--- config.mk ---
export PLATFORM = sky130hd
export DESIGN_NAME = dram_readback_unit
export DESIGN_NICKNAME = d
export VERILOG_FILES = /design/src/rtl/dram_readback_unit_pkg.sv /design/src/rtl/dram_readback_unit_rd_skid_fifo.sv /design/src/rtl/dram_readback_unit.sv
export SDC_FILE = /design/constraint.sdc
export NUM_CORES = 1
export LEC_CHECK = 0
export ABC_AREA = 1
export CAP_MARGIN = 0
export CORE_UTILIZATION = 30
export CTS_BUF_LIST = sky130_fd_sc_hd__clkbuf_16
export CTS_CLUSTER_DIAMETER = 120
export CTS_CLUSTER_SIZE = 28
export DETAILED_ROUTE_END_ITERATION = 7
export GPL_ROUTABILITY_DRIVEN = 1
export SYNTH_ARGS = -nofsm -noshare
export SYNTH_HDL_FRONTEND = slang
export SYNTH_SLANG_ARGS = --single-unit
--- constraint.sdc ---
create_clock -name i_clk -period 4.55 [get_ports i_clk]
set_clock_uncertainty 0.2 [all_clocks]
set_input_delay 0.455 -clock i_clk [delete_from_list [all_inputs] [get_ports i_clk]]
set_output_delay 0.455 -clock i_clk [all_outputs]
set_load 0.01 [all_outputs]
--- src/rtl/dram_readback_unit_pkg.sv ---
// Shared definitions for the DRAM readback unit: default geometry and FSM state encoding.
// Ports: none (package).
// Imported by dram_readback_unit and its testbench.
package dram_readback_unit_pkg;

  localparam int DEF_ADDR_W     = 9;
  localparam int DEF_DATA_W     = 16;
  localparam int DEF_RD_LAT     = 2;
  localparam int DEF_FIFO_DEPTH = 4;

  typedef enum logic [1:0] {
    S_IDLE  = 2'd0,
    S_ISSUE = 2'd1,
    S_DRAIN = 2'd2,
    S_DONE  = 2'd3
  } state_t;

endpackage

--- src/rtl/dram_readback_unit_rd_skid_fifo.sv ---
// Synchronous FIFO holding returned {data, addr} entries; one push and one pop per cycle.
// Latency: pushed entry visible at o_dat the cycle after push. Backpressure: push while full
// without a pop is dropped (the caller's credit logic never does that); flush empties it.
// Ports: i_push/i_push_dat write side, i_pop read side, i_flush, o_dat head, o_count, o_empty.
module rd_skid_fifo #(
  parameter int WIDTH = 25,
  parameter int DEPTH = 4,
  parameter int CW    = $clog2(DEPTH + 1)
) (
  input  logic             i_clk,
  input  logic             i_rst_n,
  input  logic             i_push,
  input  logic [WIDTH-1:0] i_push_dat,
  input  logic             i_pop,
  input  logic             i_flush,
  output logic [WIDTH-1:0] o_dat,
  output logic [CW-1:0]    o_count,
  output logic             o_empty
);

  localparam int PW = (DEPTH > 1) ? $clog2(DEPTH) : 1;

  logic [WIDTH-1:0] r_mem [DEPTH];
  logic [PW-1:0]    r_wr_ptr;
  logic [PW-1:0]    r_rd_ptr;
  logic [CW-1:0]    r_count;
  logic             w_full;
  logic             w_do_push;
  logic             w_do_pop;

  function automatic logic [PW-1:0] ptr_inc(input logic [PW-1:0] p);
    return (p == PW'(DEPTH - 1)) ? '0 : p + 1'b1;
  endfunction

  assign w_full    = (r_count == CW'(DEPTH));
  assign o_empty   = (r_count == '0);
  assign w_do_pop  = i_pop && !o_empty;
  // A full FIFO may still accept a push when the head leaves in the same cycle.
  assign w_do_push = i_push && (!w_full || w_do_pop);
  assign o_dat     = r_mem[r_rd_ptr];
  assign o_count   = r_count;

  always_ff @(posedge i_clk or negedge i_rst_n) begin
    if (!i_rst_n) begin
      r_wr_ptr <= '0;
      r_rd_ptr <= '0;
      r_count  <= '0;
      for (int i = 0; i < DEPTH; i++) r_mem[i] <= '0;
    end else if (i_flush) begin
      r_wr_ptr <= '0;
      r_rd_ptr <= '0;
      r_count  <= '0;
    end else begin
      if (w_do_push) begin
        r_mem[r_wr_ptr] <= i_push_dat;
        r_wr_ptr        <= ptr_inc(r_wr_ptr);
      end
      if (w_do_pop) r_rd_ptr <= ptr_inc(r_rd_ptr);
      case ({w_do_push, w_do_pop})
        2'b10:   r_count <= r_count + 1'b1;
        2'b01:   r_count <= r_count - 1'b1;
        default: r_count <= r_count;
      endcase
    end
  end

endmodule

--- src/rtl/dram_readback_unit.sv ---
// Streams word_count consecutive DRAM words from base_addr out as {data, addr} on a valid/ready port.
// Latency: first out_valid RD_LAT+1 cycles after entering ISSUE. Backpressure: reads are issued only
// while in-flight reads plus buffered words fit in the FIFO, so out_ready low stalls issue, never drops.
// Ports: i_start/i_abort/i_base_addr/i_word_count control, o_mem_* / i_mem_rdata DRAM read port,
// o_out_* / i_out_ready output stream, o_busy, o_done.
module dram_readback_unit
  import dram_readback_unit_pkg::*;
#(
  parameter int ADDR_W     = DEF_ADDR_W,
  parameter int DATA_W     = DEF_DATA_W,
  parameter int RD_LAT     = DEF_RD_LAT,
  parameter int FIFO_DEPTH = DEF_FIFO_DEPTH
) (
  input  logic              i_clk,
  input  logic              i_rst_n,
  input  logic              i_start,
  input  logic              i_abort,
  input  logic [ADDR_W-1:0] i_base_addr,
  input  logic [ADDR_W:0]   i_word_count,
  output logic [ADDR_W-1:0] o_mem_addr,
  output logic              o_mem_rd_en,
  input  logic [DATA_W-1:0] i_mem_rdata,
  output logic [DATA_W-1:0] o_out_data,
  output logic [ADDR_W-1:0] o_out_addr,
  output logic              o_out_valid,
  input  logic              i_out_ready,
  output logic              o_busy,
  output logic              o_done
);

  localparam int CW = $clog2(FIFO_DEPTH + 1);
  localparam int SW = $clog2(FIFO_DEPTH + RD_LAT + 1) + 1;
  localparam int EW = DATA_W + ADDR_W;

  state_t            r_state;
  logic [ADDR_W-1:0] r_addr;
  logic [ADDR_W:0]   r_issue_rem;
  logic [ADDR_W:0]   r_accept_rem;
  logic              r_busy;
  logic              r_done;
  logic [RD_LAT-1:0] r_lat_vld;
  logic [ADDR_W-1:0] r_lat_addr [RD_LAT];

  logic [CW-1:0]     w_fifo_count;
  logic              w_fifo_empty;
  logic [EW-1:0]     w_fifo_dat;
  logic              w_push;
  logic              w_pop;
  logic              w_issue;
  logic [SW-1:0]     w_used;

  // The oldest latency stage lines up with the DRAM data for that read.
  assign w_push = r_lat_vld[RD_LAT-1];
  assign w_pop  = !w_fifo_empty && i_out_ready;

  // Credit in use next cycle before any new issue: buffered + in flight - leaving now.
  // A pop implies a non-empty FIFO, so this cannot underflow.
  always_comb begin
    w_used = SW'(w_fifo_count) - SW'(w_pop);
    for (int i = 0; i < RD_LAT; i++) w_used = w_used + SW'(r_lat_vld[i]);
  end

  assign w_issue = (r_state == S_ISSUE) && !i_abort && (w_used < SW'(FIFO_DEPTH));

  rd_skid_fifo #(
    .WIDTH(EW),
    .DEPTH(FIFO_DEPTH),
    .CW   (CW)
  ) u_fifo (
    .i_clk     (i_clk),
    .i_rst_n   (i_rst_n),
    .i_push    (w_push),
    .i_push_dat({i_mem_rdata, r_lat_addr[RD_LAT-1]}),
    .i_pop     (w_pop),
    .i_flush   (i_abort),
    .o_dat     (w_fifo_dat),
    .o_count   (w_fifo_count),
    .o_empty   (w_fifo_empty)
  );

  always_ff @(posedge i_clk or negedge i_rst_n) begin
    if (!i_rst_n) begin
      r_state      <= S_IDLE;
      r_addr       <= '0;
      r_issue_rem  <= '0;
      r_accept_rem <= '0;
      r_busy       <= 1'b0;
      r_done       <= 1'b0;
      r_lat_vld    <= '0;
      for (int i = 0; i < RD_LAT; i++) r_lat_addr[i] <= '0;
    end else begin
      r_lat_vld[0]  <= w_issue;
      r_lat_addr[0] <= r_addr;
      for (int i = 1; i < RD_LAT; i++) begin
        r_lat_vld[i]  <= r_lat_vld[i-1];
        r_lat_addr[i] <= r_lat_addr[i-1];
      end
      r_done <= 1'b0;

      case (r_state)
        S_IDLE: begin
          if (i_start) begin
            r_addr       <= i_base_addr;
            r_issue_rem  <= i_word_count;
            r_accept_rem <= i_word_count;
            if (i_word_count == '0) begin
              r_state <= S_DONE;
              r_done  <= 1'b1;
            end else begin
              r_state <= S_ISSUE;
              r_busy  <= 1'b1;
            end
          end
        end
        S_ISSUE: begin
          // Address wraps naturally at 2**ADDR_W.
          if (w_issue) begin
            r_addr      <= r_addr + 1'b1;
            r_issue_rem <= r_issue_rem - 1'b1;
            if (r_issue_rem == (ADDR_W+1)'(1)) r_state <= S_DRAIN;
          end
          // The last word can never be accepted while reads are still pending.
          if (w_pop) r_accept_rem <= r_accept_rem - 1'b1;
        end
        S_DRAIN: begin
          if (w_pop) begin
            r_accept_rem <= r_accept_rem - 1'b1;
            if (r_accept_rem == (ADDR_W+1)'(1)) begin
              r_state <= S_DONE;
              r_busy  <= 1'b0;
              r_done  <= 1'b1;
            end
          end
        end
        default: r_state <= S_IDLE;
      endcase

      // Abort overrides everything: returns still in the pipe are dropped, no done pulse.
      if (i_abort) begin
        r_state   <= S_IDLE;
        r_busy    <= 1'b0;
        r_done    <= 1'b0;
        r_lat_vld <= '0;
      end
    end
  end

  assign o_mem_addr  = r_addr;
  assign o_mem_rd_en = w_issue;
  assign o_out_data  = w_fifo_dat[EW-1 -: DATA_W];
  assign o_out_addr  = w_fifo_dat[ADDR_W-1:0];
  assign o_out_valid = !w_fifo_empty;
  assign o_busy      = r_busy;
  assign o_done      = r_done;

endmodule

Yosys cells after proc, flatten, opt, wreduce, memory -nomap -nowiden --
Cells that the tools add are included.
Cells by class: $add $sub $neg 10, magnitude comparators 4, equality and inequality tests 18, muxes and demuxes 43, bitwise logic cells 3, reduce and logical (&&, ||, !) cells 25
Operators with widths (count):
- $bwmux W100 | 1
- $mux W25 | 3
- $bmux W25 S2 | 1
- $demux W25 S2 | 1
- $pmux W10 S2 | 2
- $mux W10 | 3
- $mux W2 | 14
- $eq A10 B1 Y1 const B | 2
- $sub A10 B1 Y10 const B | 2
- $mux W9 | 2
- $pmux W9 S2 | 1
- $ne A3 B3 Y1 const B | 4
- $logic_not A10 Y1 | 1
- $mux W1 | 10
- $reduce_and A5 Y1 | 2
- $add A9 B1 Y9 const B | 1
- $add A4 B1 Y4 | 2
- $eq A2 B2 Y1 const B | 4
- $reduce_bool A2 Y1 | 4
- $ge A3 B3 Y1 const B | 2
- $logic_and A1 B1 Y1 | 6
- $ne A3 B2 Y1 const B | 2
- $not A2 Y3 | 2
- $pmux W2 S3 | 1
- 22 further kinds | 30
Word-level totals: bits in registers 160, input port bits 40, logic and storage cells 119

Longest topological paths before layout --
word-level depth 11, gate-level depth with buffers 19

Modules after synthesis --
Synthesis repeated with hierarchy kept, for this count alone.
Second synthesis, totals: cells, all modules 962, area, all modules 8250.4 sq um
By module, submodules not included:
- rd_skid_fifo | times used 1, cells an instance 548, area an instance 5061.1 sq um, sequential area each 2677.6 sq um
- dram_readback_unit | times used 1, cells an instance 414, area an instance 3189.3 sq um, sequential area each 1326.3 sq um

Worst setup path after synthesis --
OpenSTA, ideal clock, no wires.
path type register to output, start point reg u_fifo.r_count[0] (netlist: u_fifo.o_count[0]), end point out o_mem_rd_en, arrival 1.871 ns, required time 3.895 ns, slack 2.024 ns, stages on the path, launching flop included 16, path through dfrtp_1 nor2_2 nand2_2 nand2_2 inv_2 ha_1 inv_1 ha_1 nand2_1 nand2_1 nand2_1 nand2_1 inv_1 nand2_1 nand3_2 inv_1
On the way: longest elaborated chain between the ends 8
RTL lines:
- start, declared | RTL line dram_readback_unit_rd_skid_fifo.sv:26 | logic [CW-1:0] r_count;
- start signal, assigned | RTL line dram_readback_unit_rd_skid_fifo.sv:60 | 2'b10: r_count <= r_count + 1'b1;
- start signal, assigned | RTL line dram_readback_unit_rd_skid_fifo.sv:61 | 2'b01: r_count <= r_count - 1'b1;
- start signal, assigned | RTL line dram_readback_unit_rd_skid_fifo.sv:62 | default: r_count <= r_count;
- $logic_not A3 Y1 | RTL line dram_readback_unit_rd_skid_fifo.sv:36 | assign o_empty = (r_count == '0);
- $logic_not A1 Y1
- net o_out_valid | RTL line dram_readback_unit.sv:25 | output logic o_out_valid,
- $logic_and A1 B1 Y1 | RTL line dram_readback_unit.sv:54 | assign w_pop = !w_fifo_empty && i_out_ready;
- $sub A3 B1 Y4 | RTL line dram_readback_unit.sv:59 | w_used = SW'(w_fifo_count) - SW'(w_pop);
- $add A4 B1 Y4 (2 in series) | RTL line dram_readback_unit.sv:60 | for (int i = 0; i < RD_LAT; i++) w_used = w_used + SW'(r_lat_vld[i]);
- $lt A4 B3 Y1 | RTL line dram_readback_unit.sv:63 | assign w_issue = (r_state == S_ISSUE) && !i_abort && (w_used < SW'(FIFO_DEPTH));
- $logic_and A1 B1 Y1 | RTL line dram_readback_unit.sv:63
- end, declared | RTL line dram_readback_unit.sv:21 | output logic o_mem_rd_en,
The timed path passes the listed nets, and every way through them passes these cells.

Worst setup path in the final report --
start point reg u_fifo.r_count[0] (netlist: u_fifo.o_count[0]), end point out o_mem_rd_en
On the way: longest elaborated chain between the ends 8
RTL lines (RTL line):
- $logic_not A3 Y1 | dram_readback_unit_rd_skid_fifo.sv:36
- $logic_not A1 Y1 | dram_readback_unit.sv:54
- $logic_and A1 B1 Y1 | dram_readback_unit.sv:54
- $sub A3 B1 Y4 * | dram_readback_unit.sv:59
- $add A4 B1 Y4 * (2 in series) | dram_readback_unit.sv:60
- $lt A4 B3 Y1 * | dram_readback_unit.sv:63
- $logic_and A1 B1 Y1 * | dram_readback_unit.sv:63
Every way passes the cells marked *; elsewhere a longest branch is shown, timed or not.

==> impl_metrics.yaml <==
status:
  run_status: "complete, but fails checks"
  violations: "DRC"
worst_setup_path:
  crit_family: "buffers and inverters"
  worstPathRequired_ps: 3890
  reg2regPathDepth: 18
  r2r-end: "r_issue_rem[1]$_DFFE_PN0P_"
  cp-end-kind: "output pin"
  crit_buf_inv: 5
  cp.depth: 16
  r2r_start: "u_fifo.o_count[0]$_DFFE_PN0P_"
  worst_ep_arrival_time_ps: 2920
  max_stage_delay_ps: 540
  worst-r2r-setup-slack_ps: 1750
  cp-start-kind: "flop"
  crit_fanout: 5
  startpoint: "u_fifo.o_count[0]$_DFFE_PN0P_"
  slowest_stage: "clkdlybuf4s50_1"
  path_cells: "nor2_2, nand2_2, nand2_2, inv_2, ha_1, inv_1, ha_1, nand2_1, nand2_1, nand2_1, nand2_1, inv_1, nand2_1, nand3_2, inv_1, clkdlybuf4s50_1"
  critPathKind: "reg -> out"
  cp_common_cell: "nand2_1"
  cp-endpoint: "o_mem_rd_en"
synth:
  ys_seq_elements: 160
  yosysTopAreaCellShare_pct: 49.9
  synth_compound_area_share_pct: 16.5
  ys_warn_count: 0
  synth-xor-area-share_pct: 0.983
  synthCells: 946
  async_flop_share_pct: 100
  synth_edf_count: 0
  synth_adder_area_share_pct: 3.06
  synthTopCellsByArea: "dfrtp_1 (50%), nand2_1 (11%), o21ai_0 (4.9%)"
  synthSimpleGateAreaFrac_pct: 20.9
  seq_area_frac_synth_pct: 49.9
  synth_cell_types: 39
  yosysMostFrequentCell: "nand2_1"
  syn_avg_cell_area_sq_um: 8.48
  synth_top_cell_by_area: "dfrtp_1"
  ys_top_cells_by_count: "nand2_1 (236), dfrtp_1 (160), nor2_1 (87)"
  synth_mux_area_share_pct: 0.125
  syn_area_sq_um: 8020
  synth_top_family_by_area: "simple AND/OR/NAND/NOR gates"
  syn-num-nets: 1005
  synth_flop_cell: "dfrtp_1"
layout:
  drive_gt1_share_pct: 9.08
  diodes: 0
  layout.nets: 1062
  area_growth_pct: 18.2
  stdcell_area_sq_um: 9480
  fillCellCount: 2701
  seq_area_sq_um: 4000
  stdcell_count: 1348
  multi_input_area_sq_um: 3330
power:
  power_density_nw_per_um2: 613
  power.leakage_nw: 4.50
  vdd_ir_drop_max_v: 0.000277
  finalPower_mw: 5.81
floorplan:
  die_area_sq_um: 27400
  num_rows: 59
  core_sq_um: 26100
  pin_count: 78
  die_w_um: 165
  initial_core_util_pct: 30.7
  chipHeight_um: 165
grt:
  grt_max_degree: 100
  grt_pass1_wl_um: 31400
  grtUsageTotal_pct: 14.6
  antenna_found_initial: 0
  gr-total-overflow: 0
  grt_pass1_vias: 6121
sta:
  rsz0062_at_grt: "no"
  fin_crit_ps: 3580
  hold_viol_final: 0
  max_slew_margin_pct: 37.8
  finalSetupTns_ps: 0
  setup_viol: 0
  whs_ps: 147
  maxSlewViolCount: 0
  post-route-period-util_pct: 78.6
  worstMarginPinSlew_ps: 933
  max_freq_ghz: 0.279
clock_network:
  clk_pin_slew_ps: 60
  h-tree-depth: 4
  clockRootBuffer: "clkbuf_16"
  ctsResizeCount: 0
  cts_made_buffers: 17
  cts_buffer_depth: 2
  ctsHoldBuffers: 1
  cts_setup_buffers: 0
  tritoncts: "built"
  clock_latency_ps: 410
  clock_sinks: 160
drt:
  drc: 12
  drt_pass1_iterations: 7
  via_count: 6329
  vias_per_cell: 4.70
  wirelength_um: 18700
  drtIter0Drc: 480
  detail-route-antenna-nets: 0
  wire_per_inst_um: 13.9
placed_design:
  place_area_sq_um: 8890
  dpl.hpwl_um: 11800
  dp_cells: 1318
  gp_congestion: 0.776
  io_buffers: 77
worst_hold_path:
  min_path_type: "reg -> reg"
flow_run:
  cap_viol_max_count: 0
==> sequential cells by signal, summed over array words and instances (netlist names) <==
signal,cells
r_state,2
r_accept_rem,10
r_issue_rem,10
o_done,1
r_lat_vld,2
u_fifo.r_mem,100
r_lat_addr,18
u_fifo.r_rd_ptr,2
u_fifo.o_count,3
u_fifo.r_wr_ptr,2
o_busy,1
o_mem_addr,9
==> cells in the final DEF, fill, tap and decap left out, types with 5 or more instances in the layout <==
cell type,n
o22ai_1,26
inv_1,82
dfrtp_1,160
clkdlybuf4s50_1,76
nand3_1,42
nand2_4,6
nand2_1,236
buf_4,7
a21oi_1,15
clkbuf_16,17
nor2_1,87
nand2_2,5
o21ai_1,73
o21ai_0,78
nand4_1,8
ha_1,18
xor2_1,5
o21ai_2,29
==> where the power goes <==
group / switching, mW / internal, mW / leakage [nW]
clock network: 0.562 / 0.850 / 0.279
logic: 1.42 / 0.935 / 2.10
registers: 0.275 / 1.77 / 2.12
==> worst min-delay path by stage <==
stage	from	end	depth (start not counted)
6_report	r_lat_addr[16]$_DFF_PN0_	r_lat_addr[7]$_DFF_PN0_	0
5_1_grt	r_lat_addr[10]$_DFF_PN0_	r_lat_addr[1]$_DFF_PN0_	0
4_1_cts	r_lat_addr[9]$_DFF_PN0_	r_lat_addr[0]$_DFF_PN0_	0
3_5_place_dp	r_lat_addr[9]$_DFF_PN0_	r_lat_addr[0]$_DFF_PN0_	0
3_3_place_gp	r_lat_addr[11]$_DFF_PN0_	r_lat_addr[2]$_DFF_PN0_	0
2_1_floorplan	i_rst_n	o_busy$_DFFE_PN0P_	0
==> cell families after synthesis <==
family	after synthesis
AOI/OAI and AO/OA	230
and+or+nand+nor	396
adders and majority gates	19
xor gates and xnor gates	9
DFF	160
muxes	1
buffers and inverters	131
==> metal layers <==
| metal | GRT usage (%) | routed length (um) | up-vias |
|---|---|---|---|
| met3 | 2.65 | 755 | 15 |
| li1 | - | - | 3205 |
| met1 | 20.4 | 9330 | 2974 |
| met4 | 3.68 | 172 | 0 |
| met2 | 23.2 | 8480 | 135 |
| met5 | 0 | 0 | - |
==> per-stage QoR <==
step / worst slack [ps] / util, %
after global routing: 692 / 36.3
after floorplan: 2020 / -
final: 972 / 36.3
after detailed placement: 1140 / 34.0
after CTS: 920 / 36.3
after global placement: 1180 / 34.0
==> cell type report <==
class                           instances  area share (%)
Clock buffer                           17            4.49
Tap cell                              335            4.42
Sequential cell                       160            42.3
Inverter                               84            3.33
Clock inverter                         12            1.56
Timing Repair Buffer                   85            8.81
Multi-Input combinational cell        655            35.1
(Power assumes the default switching activity.)
==> RTL change 1, RTL diff (same flow settings) <==
`DEF_DATA_W`: 16 -> 12.
--- a/src/rtl/dram_readback_unit_pkg.sv
+++ b/src/rtl/dram_readback_unit_pkg.sv
@@ -4,7 +4,7 @@
 package dram_readback_unit_pkg;
 
   localparam int DEF_ADDR_W     = 9;
-  localparam int DEF_DATA_W     = 16;
+  localparam int DEF_DATA_W     = 12;
   localparam int DEF_RD_LAT     = 2;
   localparam int DEF_FIFO_DEPTH = 4;
 
Ports: changed (resized i_mem_rdata and o_out_data); port bits go from 78 to 70. The function was not compared with the original's and may differ.
==> RTL change 1 against the original RTL <==
Total power decreased by 1.1%. Sequential share of layout area decreased by 0.35 points. Area after synthesis decreased by 10%. Non-clock buffer count decreased by 9. Register-to-register slack got worse by 0.11 ns. Die area decreased by 10%. Design area decreased by 9.2%. Worst setup slack got worse by 0.052 ns. Clock power decreased by 6%. Routed wire length decreased by 12%. Sequential cell count decreased by 16. Critical path type unchanged. Critical endpoint unchanged. Largest power group unchanged.
==> RTL change 1: results (changes against the original RTL) <==
| Metric | Value |
|---|---|
| Hpwl dp | 10,700 um (was 11,800 um) |
| First-pass GRT wire length | 28,000 um (was 31,400 um) |
| Compound-gate portion of the synthesized area | 16.3% (was 16.5%) |
| Place WS | 1.11 ns (was 1.14 ns) |
| Leak Pwr | 4.07 nW (was 4.50 nW) |
| Total routed wirelength | 16,400 um (was 18,700 um) |
| Number of clock sinks | 144 (was 160) |
| Met3 wire length | 588 um (was 755 um) |
| Peak VDD IR | 0.266 mV (was 0.277 mV) |
| Slew headroom | 33.5% (was 37.8%) |
| Highest cell delay on the worst timing path | 0.52 ns (was 0.54 ns) |
| Non-clock buffers | 76 (was 85) |
| P_comb | 2.53 mW (was 2.35 mW) |
| Vias in the first global route | 5,556 (was 6,121) |
| Post-synthesis xor/xnor area fraction | 0.729% (was 0.983%) |
| Nonclk inv count | 82 (was 84) |
| Fraction of area in registers | 41.9% (was 42.3%) |
| Syn Area/Cell | 8.37 um2 (was 8.48 um2) |
| Outcome | finished clean (was complete, but fails checks) |
| Most instantiated cells after synthesis | nand2_1 (209), dfrtp_1 (144), o21ai_1 (81) (was nand2_1 (236), dfrtp_1 (160), nor2_1 (87)) |
| Clk tree area frac | 6.62% (was 6.05%) |
| GR Layer Usage met3 | 2.64% (was 2.65%) |
| Layout non-clock buf frac | 8.69% (was 8.81%) |
| DRT iter0 DRCs | 314 (was 480) |
| DRT Pass-1 Iters | 4 (was 7) |
| CP max FO | 6 (was 5) |
| Top flop regs | u_fifo.r_mem (84), r_lat_addr (18) (was u_fifo.r_mem (100), r_lat_addr (18)) |
-- RTL change 1: changes by cell type in the layout (fill, tap and decap cells not counted), moves of 5 or more --
cell and delta:
nand2_1 -27, o21ai_2 -22, dfrtp_1 -16, nor2_1 -15, clkdlybuf4s50_1 -8, o21ai_1 +8, nor3_1 +6, nand4_1 -5
-- RTL change 1: stage by stage --
stage	power (mW)	util, %	instance area (um2)
after floorplan	3.61	-	7210
after global placement	4.42	34.1	8020
after detailed placement	4.45	34.1	8020
after CTS	5.81	36.5	8600
after global routing	6.25	36.5	8600
final	5.74	36.5	8600
-- RTL change 1: path summary, 6_finish.rpt --
kind	endpoint	slack, ns	depth (start not counted)
hold / removal	r_lat_addr[5]	0.15	0
hold reg to reg	r_lat_addr[5]	0.15	0
min in group asynchronous	o_mem_addr[0]	0.51	2
setup reg to reg	r_issue_rem[0]	1.64	19
max in group asynchronous	u_fifo.r_mem[45]	2.72	3
setup / recovery	o_mem_rd_en	0.92	17
==> RTL change 2, RTL diff (config.mk and constraints unchanged) <==
Without the edit above. Re-encode `state_t` (4 states) as one-hot, 4 bits wide.
--- a/src/rtl/dram_readback_unit_pkg.sv
+++ b/src/rtl/dram_readback_unit_pkg.sv
@@ -8,11 +8,11 @@
   localparam int DEF_RD_LAT     = 2;
   localparam int DEF_FIFO_DEPTH = 4;
 
-  typedef enum logic [1:0] {
-    S_IDLE  = 2'd0,
-    S_ISSUE = 2'd1,
-    S_DRAIN = 2'd2,
-    S_DONE  = 2'd3
+  typedef enum logic [3:0] {
+    S_IDLE  = 4'b0001,
+    S_ISSUE = 4'b0010,
+    S_DRAIN = 4'b0100,
+    S_DONE  = 4'b1000
   } state_t;
 
 endpackage
Function: no difference found for any inputs over 4 cycles, from zero or initial values and one cycle with i_rst_n low; so few cycles prove little.
==> RTL change 2 against the original RTL <==
Design area fell by 0.59%. Largest power group is now registers. Worst setup slack got worse by 0.045 ns. Total power fell by 13%. First-iteration DRC count rose by 1.0%. Area after synthesis fell by 2.2%. Via count rose by 2.5%. Die area fell by 2.1%. Synthesized cell count rose by 2.4%. Utilization rose by 0.83 points. Routed wire length fell by 0.45%. Count of clock-buffer cells in the layout did not move. Sequential cell count rose by 2. Critical endpoint unchanged.
==> RTL change 2: results (changes against the original RTL) <==
| Metric | Value |
|---|---|
| Largest net degree at the start of global routing | 83 (was 100) |
| Final WS setup | 0.927 ns (was 0.972 ns) |
| Synth top area cells | dfrtp_1 (51%), nand2_1 (13%), o21ai_0 (11%) (was dfrtp_1 (50%), nand2_1 (11%), o21ai_0 (4.9%)) |
| Post-synthesis cell type count | 36 (was 39) |
| Initial core utilization | 30.9% (was 30.7%) |
| Compound-gate portion of the synthesized area | 14.8% (was 16.5%) |
| Post-synthesis mux area share | 0% (was 0.125%) |
| Place WS | 1.02 ns (was 1.14 ns) |
| WHS Endpoint | r_lat_addr[6] (was r_lat_addr[7]) |
| Most instantiated cells after synthesis | nand2_1 (262), o21ai_0 (179), dfrtp_1 (161) (was nand2_1 (236), dfrtp_1 (160), nor2_1 (87)) |
| CP max FO | 7 (was 5) |
| Number of fillers in the final layout | 2,657 (was 2,701) |
| Hpwl dp | 11,800 um (about the same) |
| Reg2reg path depth | 15 (was 18) |
| Final hold slack | 0.147 ns (about the same) |
| Outcome | finished clean (was complete, but fails checks) |
| Arrival time of the worst setup path | 2.97 ns (was 2.92 ns) |
| Placed insts | 1,338 (was 1,318) |
| RR Endpoint | o_mem_addr[0] (was r_issue_rem[1]) |
| Gpl congestion | 0.810 (was 0.776) |
| Peak VDD IR | 0.222 mV (was 0.277 mV) |
| Fraction of layout cells with a size suffix above 1 | 6.05% (was 9.08%) |
| Top cell type's share of synthesized area | 51.3% (was 49.9%) |
| Post-synthesis xor/xnor area fraction | 1.23% (was 0.983%) |
| Number of clock sinks | 162 (was 160) |
| Highest cell delay on the worst timing path | 0.52 ns (was 0.54 ns) |
| Via density per instance | 4.73 (was 4.70) |
| DRT Pass-1 Iters | 5 (was 7) |
| Final std cells w/o fill | 1,371 (was 1,348) |
| DRT iter0 DRCs | 485 (was 480) |
| Synth Area in Adders | 2.49% (was 3.06%) |
RTL change 2: cell types whose count changed in the layout (fill, tap and decap cells not counted), sizes merged, moves of 2 or more:
cell,before,now
nor2,92,87
o21ai,180,184
bufinv,3,0
nand2,247,266
a21oi,16,7
inv,87,94
a31oi,2,0
buf,8,12
nand3,46,59
xor2,5,7
clkinv,3,7
ha,18,14
clkinvlp,3,1
RTL change 2: logic make-up after synthesis:
group | count (synthesis)
buf+inv | 136
simple gates | 425
xor+xnor | 11
fa+ha+maj | 15
compound gates | 220
flops | 162
RTL change 2: area by class of cell:
| cell class | count | area share (%) |
|---|---|---|
| multi-input combinational | 671 | 34.1 |
| tap | 330 | 4.38 |
| clock inverter | 15 | 1.34 |
| sequential | 162 | 43.1 |
| clock buffer | 17 | 4.52 |
| inverter | 87 | 3.47 |
| timing repair buffer | 89 | 9.18 |
RTL change 2: report_power, final:
group	internal, mW	switching, mW	leakage, nW
logic	0.682	0.983	2.12
registers	1.77	0.252	2.16
clock network	0.715	0.628	0.270
RTL change 2: layer usage:
| metal | GRT usage, % | wire length, um | up-vias | share of wire [%] |
|---|---|---|---|---|
| li1 | - | - | 3264 | - |
| met1 | 20.7 | 9020 | 3018 | 48 |
| met2 | 23.1 | 8460 | 183 | 45 |
| met3 | 2.60 | 897 | 21 | 4.8 |
| met4 | 4.71 | 275 | 0 | 1.5 |
| met5 | 0 | 0 | - | 0 |
RTL change 2: critical path: cells and delay by family, from the launching register on:
kind / cells / cell delay (ns)
AO/OA/AOI/OAI: 2 / 0.26
adder cells (fa/ha/maj): 2 / 0.56
buffers and inverters: 3 / 0.64
flip-flops: 1 / 0.44
AND/OR/NAND/NOR: 6 / 0.66
